## src/rtl/ex_memreq_seq_if.sv

```systemverilog
// L1 data-cache request port between ex_memreq_seq (master) and the cache (slave).
interface ex_memreq_seq_if;
  logic [31:0] memAddr;
  logic [4:0]  memOpm;
  logic [63:0] memDataOut;
  logic [63:0] memDataIn;
  logic [1:0]  memOK;

  modport master (
    output memAddr, memOpm, memDataOut,
    input  memDataIn, memOK
  );

  modport slave (
    input  memAddr, memOpm, memDataOut,
    output memDataIn, memOK
  );
endinterface

```

## src/rtl/ex_memreq_seq.sv

```systemverilog
// EX1 -> L1 memory-request sequencer: latches one load/store, holds it across the
// cache handshake, extends load data for EX2 writeback. Optional JX2_MEMSEQ_TIMEOUT_EN.
module ex_memreq_seq (
  input  logic        clock,
  input  logic        reset,
  input  logic [4:0]  exOpm,
  input  logic [31:0] exAddr,
  input  logic [63:0] exDataOut,
  input  logic [5:0]  exIdRn,
  input  logic        exFlush,
  output logic        exHold,
  output logic [5:0]  heldIdRn2,
  output logic [5:0]  regIdRn2,
  output logic [63:0] regValRn2,
  ex_memreq_seq_if.master memPort,
  input  logic        faultAck,
  output logic        memFault,
  output logic [31:0] faultAddr
);

  localparam logic [5:0] JX2_GR_ZZR = 6'h3F;

  localparam logic [1:0] ST_IDLE  = 2'd0;
  localparam logic [1:0] ST_REQ   = 2'd1;
  localparam logic [1:0] ST_DONE  = 2'd2;
  localparam logic [1:0] ST_FAULT = 2'd3;

  localparam logic [1:0] MEM_READY = 2'd0;
  localparam logic [1:0] MEM_OK    = 2'd1;
  localparam logic [1:0] MEM_FAULT = 2'd3;

  localparam logic [4:0] OPM_READY = 5'b00000;

  logic [1:0]  state;
  logic        reqValid;
  logic        reqIsLoad;
  logic        reqTimeout;
  logic        loadSgn;
  logic [63:0] loadVal;

  assign exHold    = (state != ST_IDLE);
  assign reqIsLoad = (exOpm[4:3] == 2'b01);
  assign reqValid  = (reqIsLoad || (exOpm[4:3] == 2'b10)) && !exFlush;
  assign loadSgn   = ~memPort.memOpm[2];

  always_comb begin
    loadVal = memPort.memDataIn;
    case (memPort.memOpm[1:0])
      2'b00:   loadVal = {{56{loadSgn & memPort.memDataIn[7]}},  memPort.memDataIn[7:0]};
      2'b01:   loadVal = {{48{loadSgn & memPort.memDataIn[15]}}, memPort.memDataIn[15:0]};
      2'b10:   loadVal = {{32{loadSgn & memPort.memDataIn[31]}}, memPort.memDataIn[31:0]};
      default: loadVal = memPort.memDataIn;
    endcase
  end

`ifdef JX2_MEMSEQ_TIMEOUT_EN
  logic [7:0] toCnt;

  // Counter is only ever nonzero in REQ, so clearing in IDLE equals clearing on REQ entry.
  always_ff @(posedge clock or negedge reset) begin
    if (!reset) begin
      toCnt <= '0;
    end else if (state != ST_REQ) begin
      toCnt <= '0;
    end else if ((memPort.memOK != MEM_OK) && (toCnt != 8'hFF)) begin
      toCnt <= toCnt + 8'd1;
    end
  end

  // Fault on the REQ cycle in which the count advances to 255.
  assign reqTimeout = (state == ST_REQ) && (toCnt == 8'hFE);
`else
  assign reqTimeout = 1'b0;
`endif

  always_ff @(posedge clock or negedge reset) begin
    if (!reset) begin
      state              <= ST_IDLE;
      memPort.memAddr    <= '0;
      memPort.memOpm     <= OPM_READY;
      memPort.memDataOut <= '0;
      heldIdRn2          <= JX2_GR_ZZR;
      regIdRn2           <= JX2_GR_ZZR;
      regValRn2          <= '0;
      memFault           <= 1'b0;
      faultAddr          <= '0;
    end else begin
      regIdRn2 <= JX2_GR_ZZR;
      case (state)
        ST_IDLE: begin
          if (reqValid) begin
            state              <= ST_REQ;
            memPort.memAddr    <= exAddr;
            memPort.memOpm     <= exOpm;
            memPort.memDataOut <= exDataOut;
            heldIdRn2          <= reqIsLoad ? exIdRn : JX2_GR_ZZR;
          end
        end
        ST_REQ: begin
          if (memPort.memOK == MEM_OK) begin
            state          <= ST_DONE;
            memPort.memOpm <= OPM_READY;
            if (memPort.memOpm[4:3] == 2'b01) begin
              regIdRn2  <= heldIdRn2;
              regValRn2 <= loadVal;
            end
          end else if ((memPort.memOK == MEM_FAULT) || reqTimeout) begin
            state          <= ST_FAULT;
            memPort.memOpm <= OPM_READY;
            memFault       <= 1'b1;
            faultAddr      <= memPort.memAddr;
          end
        end
        ST_DONE: begin
          if (memPort.memOK == MEM_READY) begin
            state     <= ST_IDLE;
            heldIdRn2 <= JX2_GR_ZZR;
          end
        end
        default: begin
          if (faultAck && (memPort.memOK == MEM_READY)) begin
            state     <= ST_IDLE;
            memFault  <= 1'b0;
            heldIdRn2 <= JX2_GR_ZZR;
          end
        end
      endcase
    end
  end

endmodule

```

## src/flat_wrapper.sv

```systemverilog
// flat-port wrapper written by rule: the top's interface ports become plain ports
module ex_memreq_seq_flat 
  (clock, reset, exOpm, exAddr, exDataOut, exIdRn, exFlush, exHold, heldIdRn2, regIdRn2, regValRn2, faultAck, memFault, faultAddr, memPort_memAddr, memPort_memOpm, memPort_memDataOut, memPort_memDataIn, memPort_memOK);
  ex_memreq_seq_if memPort_i ();
  input  logic clock;
  input  logic reset;
  input  logic [4:0] exOpm;
  input  logic [31:0] exAddr;
  input  logic [63:0] exDataOut;
  input  logic [5:0] exIdRn;
  input  logic exFlush;
  output logic exHold;
  output logic [5:0] heldIdRn2;
  output logic [5:0] regIdRn2;
  output logic [63:0] regValRn2;
  input  logic faultAck;
  output logic memFault;
  output logic [31:0] faultAddr;
  output wire logic [$bits(memPort_i.memAddr)-1:0] memPort_memAddr;
  output wire logic [$bits(memPort_i.memOpm)-1:0] memPort_memOpm;
  output wire logic [$bits(memPort_i.memDataOut)-1:0] memPort_memDataOut;
  input wire logic [$bits(memPort_i.memDataIn)-1:0] memPort_memDataIn;
  input wire logic [$bits(memPort_i.memOK)-1:0] memPort_memOK;
  assign memPort_memAddr = memPort_i.memAddr;
  assign memPort_memOpm = memPort_i.memOpm;
  assign memPort_memDataOut = memPort_i.memDataOut;
  assign memPort_i.memDataIn = memPort_memDataIn;
  assign memPort_i.memOK = memPort_memOK;
  ex_memreq_seq u_core (.clock(clock), .reset(reset), .exOpm(exOpm), .exAddr(exAddr), .exDataOut(exDataOut), .exIdRn(exIdRn), .exFlush(exFlush), .exHold(exHold), .heldIdRn2(heldIdRn2), .regIdRn2(regIdRn2), .regValRn2(regValRn2), .memPort(memPort_i), .faultAck(faultAck), .memFault(memFault), .faultAddr(faultAddr));
endmodule
```

## config.mk

```make
export PLATFORM = sky130hd
export DESIGN_NAME = ex_memreq_seq_flat
export DESIGN_NICKNAME = d
export VERILOG_FILES = /design/src/rtl/ex_memreq_seq_if.sv /design/src/rtl/ex_memreq_seq.sv /design/src/flat_wrapper.sv
export SDC_FILE = /design/constraint.sdc
export NUM_CORES = 1
export LEC_CHECK = 0
export ABC_AREA = 1
export BUFFER_PORTS_ARGS = -buffer_cell sky130_fd_sc_hd__buf_2
export CAP_MARGIN = 30
export CORE_AREA = 2 2 152 154
export CTS_CLUSTER_SIZE = 28
export DETAILED_ROUTE_END_ITERATION = 12
export DIE_AREA = 0 0 154 156
export PLACE_DENSITY_LB_ADDON = 0.15
export RECOVER_POWER = 50
export SKIP_LAST_GASP = 1
export SLEW_MARGIN = 10
export SYNTH_ARGS = -nofsm -noshare
export SYNTH_HDL_FRONTEND = slang
export SYNTH_SLANG_ARGS = --single-unit
```

## constraint.sdc

```tcl
create_clock -name clock -period 1.55 [get_ports clock]
set_input_delay 0.31 -clock clock [delete_from_list [all_inputs] [get_ports clock]]
set_output_delay 0.31 -clock clock [all_outputs]
set_load 0.02 [all_outputs]
```

# Yosys cells after proc, flatten, opt, wreduce, memory -nomap -nowiden
# Index checks and enable logic that the tools add are counted.
[word_totals]
ramBits = 0
rom_bits = 0
register_bits = 212
latchBits = 0
output_inout_bits = 211
n_memories = 0
word_cells = 73
[classes]
reduce_logical = 20
add_sub_neg = 0
muxes = 23
order_cmp = 0
n_eq_ne = 14
n_mul = 0
n_shift = 0
div_mod_pow = 0
n_bitwise = 7
[op_table]
columns = ["cell", "n"]
rows = [
  ["64-bit case mux with 3 select lines", 1],
  ["6-bit two-way mux", 7],
  ["6-bit case mux with 3 select lines", 1],
  ["5-bit two-way mux", 3],
  ["4-bit AND reduction", 3],
  ["2-bit by 1-bit == test with 1-bit output, second input constant", 5],
  ["2-bit two-way mux", 5],
  ["5-bit case mux with 2 select lines", 1],
  ["3-bit AND reduction", 3],
  ["2-bit == test, second input constant", 4],
  ["2-bit logical NOT", 3],
  ["2-bit by 1-bit != test with 1-bit output, second input constant", 3],
  ["2-bit case mux with 3 select lines", 1],
  ["2-bit nonzero test", 3],
  ["1-bit NOT", 4],
  ["4-bit nonzero test", 1],
  ["1-bit AND", 3],
  ["1-bit two-way mux", 3],
  ["3-bit by 1-bit != test with 1-bit output, second input constant", 1],
  ["3-bit nonzero test", 1],
  ["1-bit logical AND", 2],
  ["2-bit != test, second input constant", 1],
  ["1-bit case mux with 2 select lines", 1],
  ["2-bit AND reduction", 1],
  ["other kinds (3)", 3],
]

# Longest topological paths before layout
# Gate-level depths: netlist (run 1).
[depth]
depth_word = 5
mapped_depth = 8
depth_no_buf = 8

# Worst setup path after synthesis (run 1)
# No wires, ideal clock.
[synth_timing]
path_kind = "input to register"
from = "in exOpm[4]"
to = "reg u_core.memPort.memDataOut[10]"
arrival_time_ps = 1283
path_slack_ps = 150
path_stages = 8
path_buffers = 2
cell_sequence = "inv_1 -> ha_1 -> nor2_4 -> nand2_2 -> buf_6 -> buf_2 -> nand2_1 -> nand2_1"
[synth_between]
elab_chain_cells = 4
word_cells_on_any_way = 5
[synth_lines]
columns = ["element", "line", "source"]
rows = [
  ["start, declared", "flat_wrapper.sv:7", "input logic [4:0] exOpm;"],
  ["2-bit by 1-bit == test with 1-bit output / 2-bit == test (equally long branches)", "ex_memreq_seq.sv:42, ex_memreq_seq.sv:43", ""],
  ["1-bit logical OR *", "ex_memreq_seq.sv:43", "assign reqValid = (reqIsLoad || (exOpm[4:3] == 2'b10)) && !exFlush;"],
  ["1-bit logical AND *", "ex_memreq_seq.sv:43", ""],
  ["2-bit AND reduction (no source line) *", "n/a", ""],
  ["end signal, assigned", "ex_memreq_seq.sv:95", "memPort.memDataOut <= exDataOut;"],
  ["end, declared", "ex_memreq_seq_if.sv:10", "output memAddr, memOpm, memDataOut,"],
]
# Every way passes the cells marked *; elsewhere a longest branch is shown, timed or not.
# A chain may end at the register's enable or synchronous reset.

# Worst setup path in the final report (run 1)
[layout_timing]
from = "reg u_core.state[0]"
to = "out exHold"
[layout_between]
elab_chain_cells = 1
[layout_lines]
columns = ["element", "line", "source"]
rows = [
  ["start, declared", "ex_memreq_seq.sv:34", "logic [1:0] state;"],
  ["start signal, assigned", "ex_memreq_seq.sv:78", "state <= ST_IDLE;"],
  ["start signal, assigned", "ex_memreq_seq.sv:92", "state <= ST_REQ;"],
  ["start signal, assigned", "ex_memreq_seq.sv:101", "state <= ST_DONE;"],
  ["2-bit nonzero test", "ex_memreq_seq.sv:41", "assign exHold = (state != ST_IDLE);"],
  ["end, declared", "flat_wrapper.sv:12", "output logic exHold;"],
]
# No other way between the ends.

==> results.py, run 1 <==
metrics = {
    "synth": {
        "seq_area_frac_synth_pct": 59.63,
        "syn_area_sq_mm": 0.008922,
        "ys_ff_latch": 212,
        "post-synth-top-area-cell": "dfrtp_1",
        "yosysWarnings": 0,
        "synth_edf_count": 0,
        "syn-num-nets": 1204,
        "async_reset_ff_share_pct": 100.0,
        "synth_cell_types": 29,
        "netlist_instances": 1026,
        "yosys_most_used_dff": "dfrtp_1",
        "synth_top_area_share_pct": 56.09,
        "ys_top_cells_by_area": "dfrtp_1, nand2_1, nand3_1",
        "synth_area_per_cell_sq_um": 8.696,
        "ys_top_cells_by_count": "nand2_1, dfrtp_1, nand3_1, inv_1, nor2_1",
        "yosysMostFrequentCell": "nand2_1",
    },
    "power_and_ir_drop": {
        "powerDensity_mw_per_mm2": 2223,
        "peakVddDrop_uv": 1014,
        "p_leak_uw": 0.007098,
        "finalPower_uw": 27370,
    },
    "outcome": {
        "outcome": "finished clean",
    },
    "floorplan": {
        "die_height_microns": 156,
        "die-area_sq_mm": 0.02402,
        "core-area_sq_mm": 0.02237,
        "rows": 55,
        "fp.dieW_microns": 154,
        "ios": 388,
        "start_util_pct": 39.89,
    },
    "worst_setup_path": {
        "cp.required_ns": 1.24,
        "cp_slowest_cell": "dfrtp_2",
        "cp_max_fo": 2,
        "path_class": "flip-flop to output port",
        "arrival_ns": 1.22,
        "startpoint_type": "flip-flop",
        "worst_setup_path_end_kind": "output port",
        "cp_slowest_stage_delay_ns": 0.42,
        "path_cells": "nor2_4, inv_2, buf_6",
    },
    "layout": {
        "fill_cells": 2143,
        "seqCellArea_sq_mm": 0.005324,
        "multi_input_area_sq_mm": 0.003059,
        "drive_gt1_share_pct": 35.95,
        "fin_cells": 1728,
        "finalInstanceArea_sq_mm": 0.01231,
        "fin_nets": 1603,
        "syn2layout_area_growth_pct": 37.98,
    },
    "global_routing": {
        "grtUsageTotal_pct": 21.61,
        "gr-usage-met2_pct": 37.03,
        "grt_busiest_layer": "met2",
        "use_met1_pct": 27.40,
        "antenna_found_initial": 2,
        "gr-total-overflow": 0,
        "grt_max_degree": 66,
        "use_met3_pct": 5.472,
        "grt_pass1_vias": 7746,
        "grt_pass1_wl_microns": 41870,
    },
    "timing": {
        "fin_hold_ws_ns": 0.01967,
        "finalSetupViolCount": 0,
        "drv_slew": 0,
        "fmax_mhz": 655.4,
        "rsz0062_at_grt": "true",
        "tightest_slew_ns": 0.7183,
        "hold_viol_final": 0,
        "max-slew-margin-rel_pct": 52.11,
        "layout_min_cycle_time_ns": 1.526,
        "period_share_pct": 98.44,
        "finalClockSkew_ns": 0.007199,
    },
    "routing": {
        "vias": 8128,
        "wl_per_cell_microns": 15.47,
        "drt_iter0_drc": 512,
        "ant_nets": 0,
        "dr.pass1.iters": 4,
        "drc": 0,
        "drt_wl_total_microns": 26740,
        "avgViaCountPerCell": 4.704,
    },
    "clock_network": {
        "root_buffer": "clkbuf_16",
        "h-tree-depth": 1,
        "cts_buffers": 23,
        "path_clk_slew_ns": 0.06,
        "clkLatencyLatePin_ns": 0.50,
        "cts.sinks": 212,
        "clockBufferDepth": 3,
        "cts_tree": "built",
    },
    "placed_design": {
        "place_hpwl_microns": 18990,
        "place_inst": 1669,
        "dpl-instance-area_sq_mm": 0.01130,
        "gp_congestion": 0.8180,
        "portBuffers": 387,
    },
    "worst_hold_path": {
        "hp-class": "input port to flip-flop",
    },
    "run": {
        "maxCapViolCount": 0,
    },
}
-- kinds of logic after synthesis --
kind of cell	count (synthesis)	synth area share [%]
compound gates	81	5.539
buf+inv	109	6.142
flops	212	59.63
simple gates	623	28.55
fa+ha+maj	1	0.1402
-- final cells by class --
cell class / instances / share of cell area, %
Sequential cell: 212 / 43.25
Multi-Input combinational cell: 705 / 24.85
Timing Repair Buffer: 438 / 20.48
Clock buffer: 30 / 5.377
Tap cell: 285 / 2.897
Clock inverter: 11 / 1.718
Inverter: 45 / 1.392
Antenna cell: 2 / 0.04065
-- state kept, by name, summed over array words and instances, names as in the netlist --
signal / flops
u_core.memPort.memAddr: 32
u_core.heldIdRn2: 6
u_core.memFault: 1
u_core.faultAddr: 32
u_core.memPort.memDataOut: 64
u_core.regIdRn2: 6
u_core.state: 2
u_core.memPort.memOpm: 5
u_core.regValRn2: 64
-- cells in the final DEF (no fill, tap or decap), types with 3 or more instances in the layout --
cell	synthesis	final
clkinv_2	0	3
nor2_1	42	42
dlygate4sd3_1	0	7
clkbuf_16	0	23
buf_6	7	5
dfrtp_2	0	3
clkbuf_8	0	6
dfrtp_1	200	197
clkbuf_4	0	3
o21ai_2	19	19
dfstp_2	12	12
buf_4	10	29
nand2_1	454	454
or2_1	5	5
o21ai_0	23	23
a21oi_1	32	32
nand3_1	110	110
nor2_4	4	4
inv_1	42	42
bufinv_16	0	6
buf_12	0	11
o21ai_1	4	4
clkbuf_1	7	3
buf_2	37	378
-- stage by stage --
step,worst slack (ns),setup TNS (ns),util [%]
3_5_place_dp,-0.2184,-14.05,50.55
3_3_place_gp,-0.1891,-12.78,50.55
6_report,0.02411,0,55.04
4_1_cts,-0.04004,-0.04004,55.12
5_1_grt,-0.03322,-0.03322,55.04
2_1_floorplan,0.1500,0,-
-- routing by layer --
layer	share of wire [%]	wire, microns
met1	40	10810
met3	7.9	2113
met4	2.0	531
met2	50	13280
met5	0	0
-- worst max-delay path: cells and delay by family (launching register included) --
kind	cells	cell delay, ns
buffers and inverters	2	0.18
and+or+nand+nor	1	0.13
DFF	1	0.42
-- repair_timing --
item / in CTS / in global routing
hold buffers: 7 / 0
resized for setup: 11 / 9
setup endpoints to repair: 9 / 5
endpoints found under the hold margin: 36 / 0
buffers inserted: 7 / 2
pin swaps: 1 / 1
-- worst paths after layout --
kind / slack [ns] / from / to / cells after the start
worst min-delay path: 0.02 / memPort_memDataIn[4] / u_core.regValRn2[4]$_DFFE_PN0P_ / 3
worst min register to register: 0.47 / u_core.memPort.memDataOut[34]$_DFFE_PN0P_ / u_core.memPort.memDataOut[34]$_DFFE_PN0P_ / 2
worst max-delay path: 0.02 / u_core.state[0]$_DFFE_PN0P_ / exHold / 3
max in group asynchronous: 0.27 / reset / u_core.memPort.memAddr[20]$_DFFE_PN0P_ / 3
worst max register to register: 0.08 / u_core.state[0]$_DFFE_PN0P_ / u_core.regValRn2[25]$_DFFE_PN0P_ / 7
min in group asynchronous: 0.27 / reset / u_core.memPort.memDataOut[22]$_DFFE_PN0P_ / 2
-- power by group --
group	internal, uW	leakage [uW]	switching, uW
Clock	4000	0.000429	2250
Sequential	8060	0.00261	1290
Combinational	4020	0.00405	7730
Total	16100	0.00710	11300
No activity file was read; power rests on OpenSTA's default activity.
==> run 2: changes to the inputs <==
Settings changed: ABC_AREA 1 to default, CORE_AREA 2 2 152 154 to 2 2 150 152, DIE_AREA 0 0 154 156 to 0 0 152 154.
==> run 2 against run 1 <==
The run now ends with setup timing left. Critical path depth rose by 3. Routed wire length grew 3.1%. Register-to-register slack got worse by 0.24 ns. Power decreased by 0.19%. Critical path type is now flip-flop to flip-flop. Largest cell class unchanged.
==> results.py, run 2 <==
metrics = {
    "routing": {
        "dr.pass1.iters": 6,
        "wl_per_cell_microns": 19.69,
        "drt_iter0_drc": 349,
        "avgViaCountPerCell": 5.076,
        "vias": 7107,
        "drc": 0,
        "ant_nets": 0,
        "drt_wl_total_microns": 27560,
    },
    "global_routing": {
        "grt_max_degree": 45,
        "grt_pass1_wl_microns": 37890,
        "gr-total-overflow": 0,
        "antenna_found_initial": 5,
        "grt_pass1_vias": 6733,
        "grtUsageTotal_pct": 20.01,
    },
    "worst_setup_path": {
        "arrival_ns": 2.10,
        "cp_max_fo": 6,
        "r2r_slack_ns": -0.16,
        "startpoint_type": "flip-flop",
        "worst_setup_path_end_kind": "flip-flop",
        "cp.required_ns": 1.94,
        "path_class": "flip-flop to flip-flop",
    },
    "power_and_ir_drop": {
        "p_int_uw": 16730,
        "pwr-share-clk_pct": 20.1,
        "p_leak_uw": 0.006483,
        "switchingPower_uw": 10590,
        "swShare_pct": 38.76,
        "power_frac_comb_pct": 45.7,
        "seqPwrFrac_pct": 34.2,
        "powerDensity_mw_per_mm2": 2034,
        "peakVddDrop_uv": 1233,
    },
    "layout": {
        "syn2layout_area_growth_pct": 59.26,
        "mostFrequentLayoutCells": "buf_2, dfrtp_1, mux2_4, mux2_2, nand2_1",
        "fill_cells": 1779,
        "drive_gt1_share_pct": 62.42,
        "postLayoutCoreUtil_pct": 61.92,
        "top_regs": "u_core.memPort.memDataOut (64), u_core.regValRn2 (64)",
        "layout_commonest_cell": "buf_2",
        "fin_nets": 1275,
    },
    "clock_network": {
        "cts.sinks": 212,
        "cts_buffers": 24,
        "path_clk_slew_ns": 0.06,
        "cts_tree": "built",
        "clockBufferDepth": 3,
        "clkLatencyLatePin_ns": 0.51,
        "root_buffer": "clkbuf_16",
        "h-tree-depth": 1,
    },
    "timing": {
        "fmax_mhz": 585.3,
        "fin_ws_ns": -0.1584,
        "drv_slew": 0,
        "finalClockSkew_ns": 0.006677,
        "rsz0062_at_grt": "true",
        "period_share_pct": 110.2,
        "finalSetupViolCount": 193,
        "layout_min_cycle_time_ns": 1.708,
        "hold_viol_final": 0,
        "max-slew-margin-rel_pct": 29.85,
        "tightest_slew_ns": 1.052,
    },
    "placed_design": {
        "portBuffers": 387,
        "place_hpwl_microns": 17100,
        "pre_cts_ws_ns": -0.2784,
        "gp_congestion": 0.7787,
    },
    "synth": {
        "async_reset_ff_share_pct": 100.0,
        "synth_top_family_by_area": "multiplexers",
        "synth_xor_area_share_pct": 0,
        "yosysMostFrequentCell": "dfrtp_1",
        "synth_cell_types": 36,
        "synthMuxAreaShare_pct": 19.21,
        "netlist_instances": 620,
        "syn_area_sq_mm": 0.008433,
        "seq_area_frac_synth_pct": 63.09,
        "ys_ff_latch": 212,
        "post-synth-top-area-cell": "dfrtp_1",
        "synth_area_per_cell_sq_um": 13.60,
        "syn-num-nets": 798,
        "synthAdderAreaFrac_pct": 0.1484,
        "yosysWarnings": 0,
        "ys_top_cells_by_count": "dfrtp_1, mux2_1, mux2_2, a31oi_1, a21oi_1",
        "ys_top_cells_by_area": "dfrtp_1, mux2_1, mux2_2",
        "synth_edf_count": 0,
        "synth_top_area_share_pct": 59.35,
        "synth_compound_area_share_pct": 9.288,
        "synth-simple-area-share_pct": 4.481,
        "yosys_most_used_dff": "dfrtp_1",
    },
    "floorplan": {
        "core-area_sq_mm": 0.02169,
        "fp.dieW_microns": 152,
        "die-area_sq_mm": 0.02341,
        "ios": 388,
        "die_height_microns": 154,
        "rows": 54,
        "start_util_pct": 38.88,
    },
    "worst_hold_path": {
        "hp-class": "input port to flip-flop",
    },
    "outcome": {
        "outcome": "complete, but fails checks",
        "violations": "setup timing",
    },
    "run": {
        "maxCapViolCount": 0,
    },
}
-- run 2: final timing paths --
path	cells past startpoint	to	start
min in group asynchronous	2	u_core.memPort.memDataOut[39]$_DFFE_PN0P_	reset
worst max register to register	6	u_core.memPort.memAddr[2]$_DFFE_PN0P_	u_core.state[0]$_DFFE_PN0P_
worst min-delay path	2	u_core.memPort.memAddr[23]$_DFFE_PN0P_	exAddr[23]
worst max-delay path	6	u_core.memPort.memAddr[2]$_DFFE_PN0P_	u_core.state[0]$_DFFE_PN0P_
worst min register to register	1	u_core.memPort.memDataOut[36]$_DFFE_PN0P_	u_core.memPort.memDataOut[36]$_DFFE_PN0P_
max in group asynchronous	3	u_core.regIdRn2[1]$_DFF_PN1_	reset
-- run 2: final cells by class --
cell class / instances / area (sq um) / area share (%)
timing repair buffer: 500 / 3493 / 26.01
clock buffer: 37 / 740.7 / 5.515
inverter: 3 / 11.26 / 0.08385
antenna: 5 / 12.51 / 0.09316
sequential: 212 / 5323 / 39.63
multi-input combinational: 356 / 3465 / 25.80
tap: 280 / 350.3 / 2.609
clock inverter: 7 / 35.03 / 0.2609
-- run 2: metal layers --
layer / global-route usage [%] / vias up / wire length (microns)
met5: 0 / - / 0
met3: 5.130 / 58 / 2199
met4: 6.320 / 0 / 819
met1: 25.77 / 3512 / 10990
li1: - / 3196 / -
met2: 33.29 / 341 / 13560
-- run 2: cells by family after synthesis --
| logic type | count (synthesis) |
|---|---|
| flip-flops | 212 |
| multiplexers | 143 |
| AO/OA/AOI/OAI | 134 |
| AND/OR/NAND/NOR | 76 |
| buffers and inverters | 54 |
| adder cells (fa/ha/maj) | 1 |
-- run 2: power groups by stage --
| stage | sequential (uW) | combinational [uW] | clock (uW) |
|---|---|---|---|
| floorplan | 12100 | 3260 | 0 |
| global placement | 9210 | 10100 | 0 |
| detailed placement | 9290 | 10200 | 0 |
| CTS | 9220 | 10700 | 5640 |
| global route | 9650 | 13200 | 5880 |
| finish | 9340 | 12500 | 5500 |
-- run 2: per-stage QoR --
step / setup TNS [ns] / instances / hold WS [ns] / cell area [sq um] / power, uW
after floorplan: -4.959 / 620 / 0.01441 / 8506 / 15400
after global placement: -20.64 / 1280 / 0.2599 / 10920 / 19310
after detailed placement: -22.00 / 1280 / 0.2620 / 10920 / 19490
after CTS: -15.26 / 1362 / 0.0001067 / 12200 / 25600
after global routing: -35.08 / 1399 / 0.001513 / 13430 / 28690
final: -17.55 / 1400 / 0.02007 / 13430 / 27310
-- run 2: repair_timing --
| action | 4_1_cts | 5_1_grt |
|---|---|---|
| hold endpoints to repair | 44 | 1 |
| gates cloned | 4 | 21 |
| gates resized for setup | 26 | 139 |
| endpoints found under the setup margin | 84 | 209 |
| hold buffers | 25 | 1 |
| pin swaps | 1 | 4 |
| setup buffers | 9 | 13 |
-- run 2: critical path: stages (launching register included) --
cell and delay (ns):
dfrtp_1 0.40, buf_6 0.13, nor4_4 0.31, buf_6 0.21, buf_6 0.13, buf_6 0.12, mux2_4 0.29
